**src/rtl/mem_arb_pkg.sv**
```systemverilog
// Shared types and constants for the two-requester memory port arbiter.
// Imported by the arbiter top and by its wait-counter watchdog.
package mem_arb_pkg;

  typedef enum logic [1:0] {
    ST_IDLE  = 2'd0,
    ST_GNT_I = 2'd1,
    ST_GNT_D = 2'd2
  } arb_state_e;

  typedef enum logic {
    GRANT_I = 1'b0,
    GRANT_D = 1'b1
  } grant_e;

  localparam logic [1:0] SIZE_WORD       = 2'b10;
  localparam int         TIMEOUT_DEFAULT = 255;

endpackage

```
**src/rtl/mem_arb_wdog.sv**
```systemverilog
// Wait-cycle counter for a granted access. expired flags the wait cycle
// whose increment would bring the count up to TIMEOUT.
module mem_arb_wdog
  import mem_arb_pkg::*;
#(
  parameter int TIMEOUT = TIMEOUT_DEFAULT
) (
  input  logic clk,
  input  logic rst_n,
  input  logic clr,
  input  logic en,
  output logic expired
);

  localparam int CW = $clog2(TIMEOUT + 1);

  logic [CW-1:0] count_q, count_d;

  always_comb begin
    count_d = count_q;
    if (clr) begin
      count_d = '0;
    end else if (en) begin
      count_d = count_q + CW'(1);
    end
  end

  always_ff @(posedge clk or negedge rst_n) begin
    if (!rst_n) begin
      count_q <= '0;
    end else begin
      count_q <= count_d;
    end
  end

  assign expired = en && (count_q == CW'(TIMEOUT - 1));

endmodule

```
**src/rtl/mem_port_arbiter.sv**
```systemverilog
// Arbitrates an instruction-fetch port and a data port onto one shared
// memory port, alternating on ties and aborting accesses that never ack.
module mem_port_arbiter
  import mem_arb_pkg::*;
#(
  parameter int TIMEOUT = TIMEOUT_DEFAULT
) (
  input  logic        clk,
  input  logic        rst_n,
  input  logic        i_req,
  input  logic [31:0] i_addr,
  output logic [31:0] i_rdata,
  output logic        i_ack_n,
  input  logic        d_req,
  input  logic        d_write,
  input  logic [1:0]  d_size,
  input  logic [31:0] d_addr,
  input  logic [31:0] d_wdata,
  output logic [31:0] d_rdata,
  output logic        d_ack_n,
  output logic        m_req,
  output logic        m_write,
  output logic [1:0]  m_size,
  output logic [31:0] m_addr,
  output logic [31:0] m_wdata,
  input  logic [31:0] m_rdata,
  input  logic        m_ack_n,
  output logic        err
);

  arb_state_e  state_q, state_d;
  grant_e      last_q, last_d;
  logic        m_write_q, m_write_d;
  logic [1:0]  m_size_q, m_size_d;
  logic [31:0] m_addr_q, m_addr_d;
  logic [31:0] m_wdata_q, m_wdata_d;
  logic [31:0] i_rdata_q, i_rdata_d;
  logic [31:0] d_rdata_q, d_rdata_d;
  logic        i_ack_n_q, i_ack_n_d;
  logic        d_ack_n_q, d_ack_n_d;
  logic        err_q, err_d;

  logic granted, wd_expired, done, i_live, d_live;

  assign granted = (state_q == ST_GNT_I) || (state_q == ST_GNT_D);
  assign done    = !m_ack_n || wd_expired;
  // A request is still held high during its own ack cycle; it is stale then.
  assign i_live  = i_req && i_ack_n_q;
  assign d_live  = d_req && d_ack_n_q;

  mem_arb_wdog #(.TIMEOUT(TIMEOUT)) u_wdog (
    .clk     (clk),
    .rst_n   (rst_n),
    .clr     (state_q == ST_IDLE),
    .en      (granted && m_ack_n),
    .expired (wd_expired)
  );

  always_comb begin
    state_d   = state_q;
    last_d    = last_q;
    m_write_d = m_write_q;
    m_size_d  = m_size_q;
    m_addr_d  = m_addr_q;
    m_wdata_d = m_wdata_q;
    i_rdata_d = i_rdata_q;
    d_rdata_d = d_rdata_q;
    i_ack_n_d = 1'b1;
    d_ack_n_d = 1'b1;
    err_d     = 1'b0;
    case (state_q)
      ST_IDLE: begin
        if (d_live && (!i_live || last_q == GRANT_I)) begin
          state_d   = ST_GNT_D;
          m_write_d = d_write;
          m_size_d  = d_size;
          m_addr_d  = d_addr;
          m_wdata_d = d_wdata;
        end else if (i_live) begin
          state_d   = ST_GNT_I;
          m_write_d = 1'b0;
          m_size_d  = SIZE_WORD;
          m_addr_d  = i_addr;
          m_wdata_d = '0;
        end
      end
      ST_GNT_I, ST_GNT_D: begin
        if (done) begin
          state_d = ST_IDLE;
          err_d   = m_ack_n;
          if (state_q == ST_GNT_I) begin
            last_d    = GRANT_I;
            i_ack_n_d = 1'b0;
            i_rdata_d = m_ack_n ? 32'h0 : m_rdata;
          end else begin
            last_d    = GRANT_D;
            d_ack_n_d = 1'b0;
            d_rdata_d = m_ack_n ? 32'h0 : m_rdata;
          end
        end
      end
      default: state_d = ST_IDLE;
    endcase
  end

  always_ff @(posedge clk or negedge rst_n) begin
    if (!rst_n) begin
      state_q   <= ST_IDLE;
      last_q    <= GRANT_I;
      m_write_q <= 1'b0;
      m_size_q  <= 2'b00;
      m_addr_q  <= '0;
      m_wdata_q <= '0;
      i_rdata_q <= '0;
      d_rdata_q <= '0;
      i_ack_n_q <= 1'b1;
      d_ack_n_q <= 1'b1;
      err_q     <= 1'b0;
    end else begin
      state_q   <= state_d;
      last_q    <= last_d;
      m_write_q <= m_write_d;
      m_size_q  <= m_size_d;
      m_addr_q  <= m_addr_d;
      m_wdata_q <= m_wdata_d;
      i_rdata_q <= i_rdata_d;
      d_rdata_q <= d_rdata_d;
      i_ack_n_q <= i_ack_n_d;
      d_ack_n_q <= d_ack_n_d;
      err_q     <= err_d;
    end
  end

  assign m_req   = granted;
  assign m_write = m_write_q;
  assign m_size  = m_size_q;
  assign m_addr  = m_addr_q;
  assign m_wdata = m_wdata_q;
  assign i_rdata = i_rdata_q;
  assign d_rdata = d_rdata_q;
  assign i_ack_n = i_ack_n_q;
  assign d_ack_n = d_ack_n_q;
  assign err     = err_q;

endmodule

```
**config.mk**
```make
export PLATFORM = sky130hd
export DESIGN_NAME = mem_port_arbiter
export DESIGN_NICKNAME = d
export VERILOG_FILES = /design/src/rtl/mem_arb_pkg.sv /design/src/rtl/mem_arb_wdog.sv /design/src/rtl/mem_port_arbiter.sv
export SDC_FILE = /design/constraint.sdc
export NUM_CORES = 1
export LEC_CHECK = 0
export ABC_AREA = 0
export CAP_MARGIN = 30
export CORE_ASPECT_RATIO = 1.75
export CORE_UTILIZATION = 45
export CTS_BUF_LIST = sky130_fd_sc_hd__clkbuf_4 sky130_fd_sc_hd__clkbuf_8
export CTS_CLUSTER_DIAMETER = 30
export DETAILED_ROUTE_END_ITERATION = 6
export DONT_BUFFER_PORTS = 1
export GPL_ROUTABILITY_DRIVEN = 0
export PLACE_DENSITY = 0.6
export SKIP_CTS_REPAIR_TIMING = 1
export SYNTH_ARGS = -nofsm -noshare
export SYNTH_HDL_FRONTEND = slang
export SYNTH_HIERARCHICAL = 1
export SYNTH_SLANG_ARGS = --single-unit
```
**constraint.sdc**
```tcl
create_clock -name clk -period 4.13 [get_ports clk]
set_input_delay 1.0325 -clock clk [delete_from_list [all_inputs] [get_ports clk]]
set_output_delay 1.0325 -clock clk [all_outputs]
set_load 0.03 [all_outputs]
```
==> results.md <==
- Outcome: completed
- Clock Path Buffers: 2
- Multi-input gate area: between 0.002 and 0.0025 sq mm
- CP required: roughly 4.4 ns
- DR vias/cell: 6.206
- Core Box Area: about 0.014 sq mm
- Maximum vdd drop: 0.0003984 V
- GRT Total Usage: 0.2072
- CTS tree: yes
- Synth Register Bits: around 150
- GRT overflow: 0
- Tmin final: roughly 3.2 ns
- Synth Cell Area: 0.006365 sq mm
- Antenna violations before repair: 0
- Die Y: about 160 um
- Worst Tran Pin Value: ~1.0 ns
- Critical Path Max Stage Delay: 0.59 ns
- H-tree levels: 4
- Tcrit/Tclk final: 0.7667
- Die W: 91.90 um
- IO Port Bufs: 0
- Setup TNS: 0 ns
- Commonest cells after routing, fill and taps aside: 143 x dfrtp_1, 37 x o21ai_0, 36 x mux2_2
- Skew-Pair Late Insertion Delay: 0.43 ns
- F_max: about 320 MHz
- Initial drt markers: approximately 270
- CP max FO: 20
- Worst slew margin: 0.3174
- Slowest-stage cell, CP: ha_1
- Commonest non-fill, non-tap cell in the layout: dfrtp_1
- Share of cells above drive strength 1: 0.2242
- CTS Buf Count: 17
- CTS Sinks: about 150
- Largest net degree at the start of global routing: 146
- Rows: 57
- Slew Limit Fails: 0
- Cell Chain, Critical Path: inv_1 -> ha_1 -> and2_1 -> nand4_1 -> nor2_1 -> o211a_2 -> buf_12 -> mux2_2
- Area Overhead vs Synth: 7.018%
- RSZ-0062 raised after global routing: no
- Io pins: around 270
- Reg area: about 0.0036 sq mm
- Final setup fails: 0
- Syn. warnings: 6
- Die area: roughly 0.015 sq mm
- Max-cap violations: 0
- CTS clk-pin slew, worst paths: ~0.090 ns
- Vias in the first global route: 4401
- Nets@finish: about 630
- Synth Area per Inst: about 12 sq um
- Critical Path AT: approximately 3.5 ns
- Antenna diodes: 0
- Dpl hpwl: just under 10000 um
- Share of the yosys chip area belonging to registers: 0.5705
- Hold Vio Cnt, Final: 0
- Async set-reset flop share out of synthesis: 1.000
- DRT antenna net count: 0
- RR Startpoint: state_q[0]
- Startpoint Class: register
- Drt pass-1 iters: 5
- Post-synth EDFFs: 0
- Synth unique cells: 35
- Leak Pwr: 0.002980 uW
- Clk_skew: 0.01390 ns
- Remaining DRCs: 0
- Primary FF master, synth: dfrtp_1
- Cells after synthesis: roughly 510
- Net Count, Synth: around 650
- Crit path capture type: register
- CTS root buf: clkbuf_8
- Final WS setup: just under 1 ns
- Starting Density: 0.4600
- WL/cell: between 20 and 25 um
- WL final: between 10000 and 15000 um
- Via count of the routed design: 4226
- Power Dens Cells: 927.0 mW/mm^2
- CP Launch Point: state_q[0]
- Critical setup path kind: register to register
- First-pass GRT wire length: ~24000 um
- Worst min-delay path class: primary input to asynchronous set/reset pin
- Place WS: ~0.94 ns
- FILL cells: about 1200
cell families (layout without fill, tap and decap cells):
kind of cell	after synthesis	in the layout	share of synthesized area
AO/OA/AOI/OAI	145	145	0.1453
XOR/XNOR	4	4	0.005505
adder cells (fa/ha/maj)	4	4	0.007863
buffers and inverters	56	49	0.04954
flip-flops	145	145	0.5705
multiplexers	65	65	0.1321
AND/OR/NAND/NOR	92	92	0.08924
synthesized netlist by cell type, types with 2 or more instances:
cell | count | share of area
nand4_1 | 35 | 0.034
buf_4 | 8 | 0.0094
nand2_1 | 4 | 0.0024
xor2_1 | 3 | 0.0041
dfstp_2 | 2 | 0.0083
nor2_1 | 6 | 0.0035
dfrtp_1 | 143 | 0.56
a31oi_1 | 32 | 0.031
mux2_2 | 36 | 0.064
ha_1 | 4 | 0.0079
buf_2 | 6 | 0.0047
and3_1 | 2 | 0.0020
nor2b_1 | 29 | 0.029
mux2_4 | 29 | 0.068
and2_1 | 2 | 0.0020
clkbuf_1 | 25 | 0.015
or3_1 | 3 | 0.0029
a22o_1 | 35 | 0.048
a21oi_1 | 35 | 0.028
o21ai_0 | 37 | 0.029
and2b_1 | 3 | 0.0035
inv_1 | 7 | 0.0041
buf_6 | 9 | 0.016
nand3_1 | 5 | 0.0039
worst max-delay path, delay by kind of cell (launching register included):
kind / cells / cell delay (ns)
AO/OA/AOI/OAI: 1 / 0.58
adder cells (fa/ha/maj): 1 / 0.59
buffers and inverters: 2 / 0.31
flip-flops: 1 / 0.38
multiplexers: 1 / 0.35
AND/OR/NAND/NOR: 3 / 0.84
flip-flops by register name, summed over array words and instances, names as in the netlist:
name and cells:
d_rdata 32, m_write 1, err 1, m_size 2, i_rdata 32, last_q 1, m_addr 32, m_wdata 32
u_wdog/count_q 8, d_ack_n 1, i_ack_n 1, state_q 2
cell type report:
cell class	instances	area share
clock inverters	14	0.01763
clock buffers	18	0.03637
repair buffers	9	0.01874
well taps	177	0.03251
flip-flops and latches	145	0.5331
inverters	8	0.004409
multi-input cells	310	0.3573
per-stage QoR:
step | hold slack (ns) | std cells | total power, uW | instance area [sq um] | utilization
final | 0.2937 | 681 | 6314 | 6812 | 0.4923
after global routing | 0.2369 | 681 | 6640 | 6812 | 0.4923
after CTS | 0.2454 | 681 | 6374 | 6812 | 0.4923
after detailed placement | 0.4744 | 649 | 5302 | 6444 | 0.4657
after global placement | 0.4801 | 646 | 5179 | 6374 | 0.4607
after floorplan | 0.4561 | 511 | 4903 | 6365 | -
worst paths after layout:
path / endpoint / slack [ns] / cells past startpoint
min in group clk: state_q[1] / 0.50 / 1
max reg2reg: d_rdata[31] / 0.96 / 8
min reg2reg: state_q[1] / 0.50 / 1
max in group asynchronous: d_ack_n / 3.51 / 0
min: m_wdata[3] / 0.29 / 0
max: d_rdata[31] / 0.96 / 8
metal layers:
| metal | GRT usage | wire, um | vias up |
|---|---|---|---|
| li1 | - | - | 1832 |
| met1 | 0.2516 | 5618 | 2128 |
| met2 | 0.3406 | 7570 | 242 |
| met3 | 0.06829 | 1377 | 24 |
| met4 | 0.07741 | 277 | 0 |
| met5 | 0 | 0 | - |
power by group:
| part | switching, uW | internal (uW) |
|---|---|---|
| combinational | 798 | 812 |
| sequential | 1650 | 2010 |
| clock | 598 | 451 |
| total | 3050 | 3270 |
No activity file was read; power rests on OpenSTA's default activity.
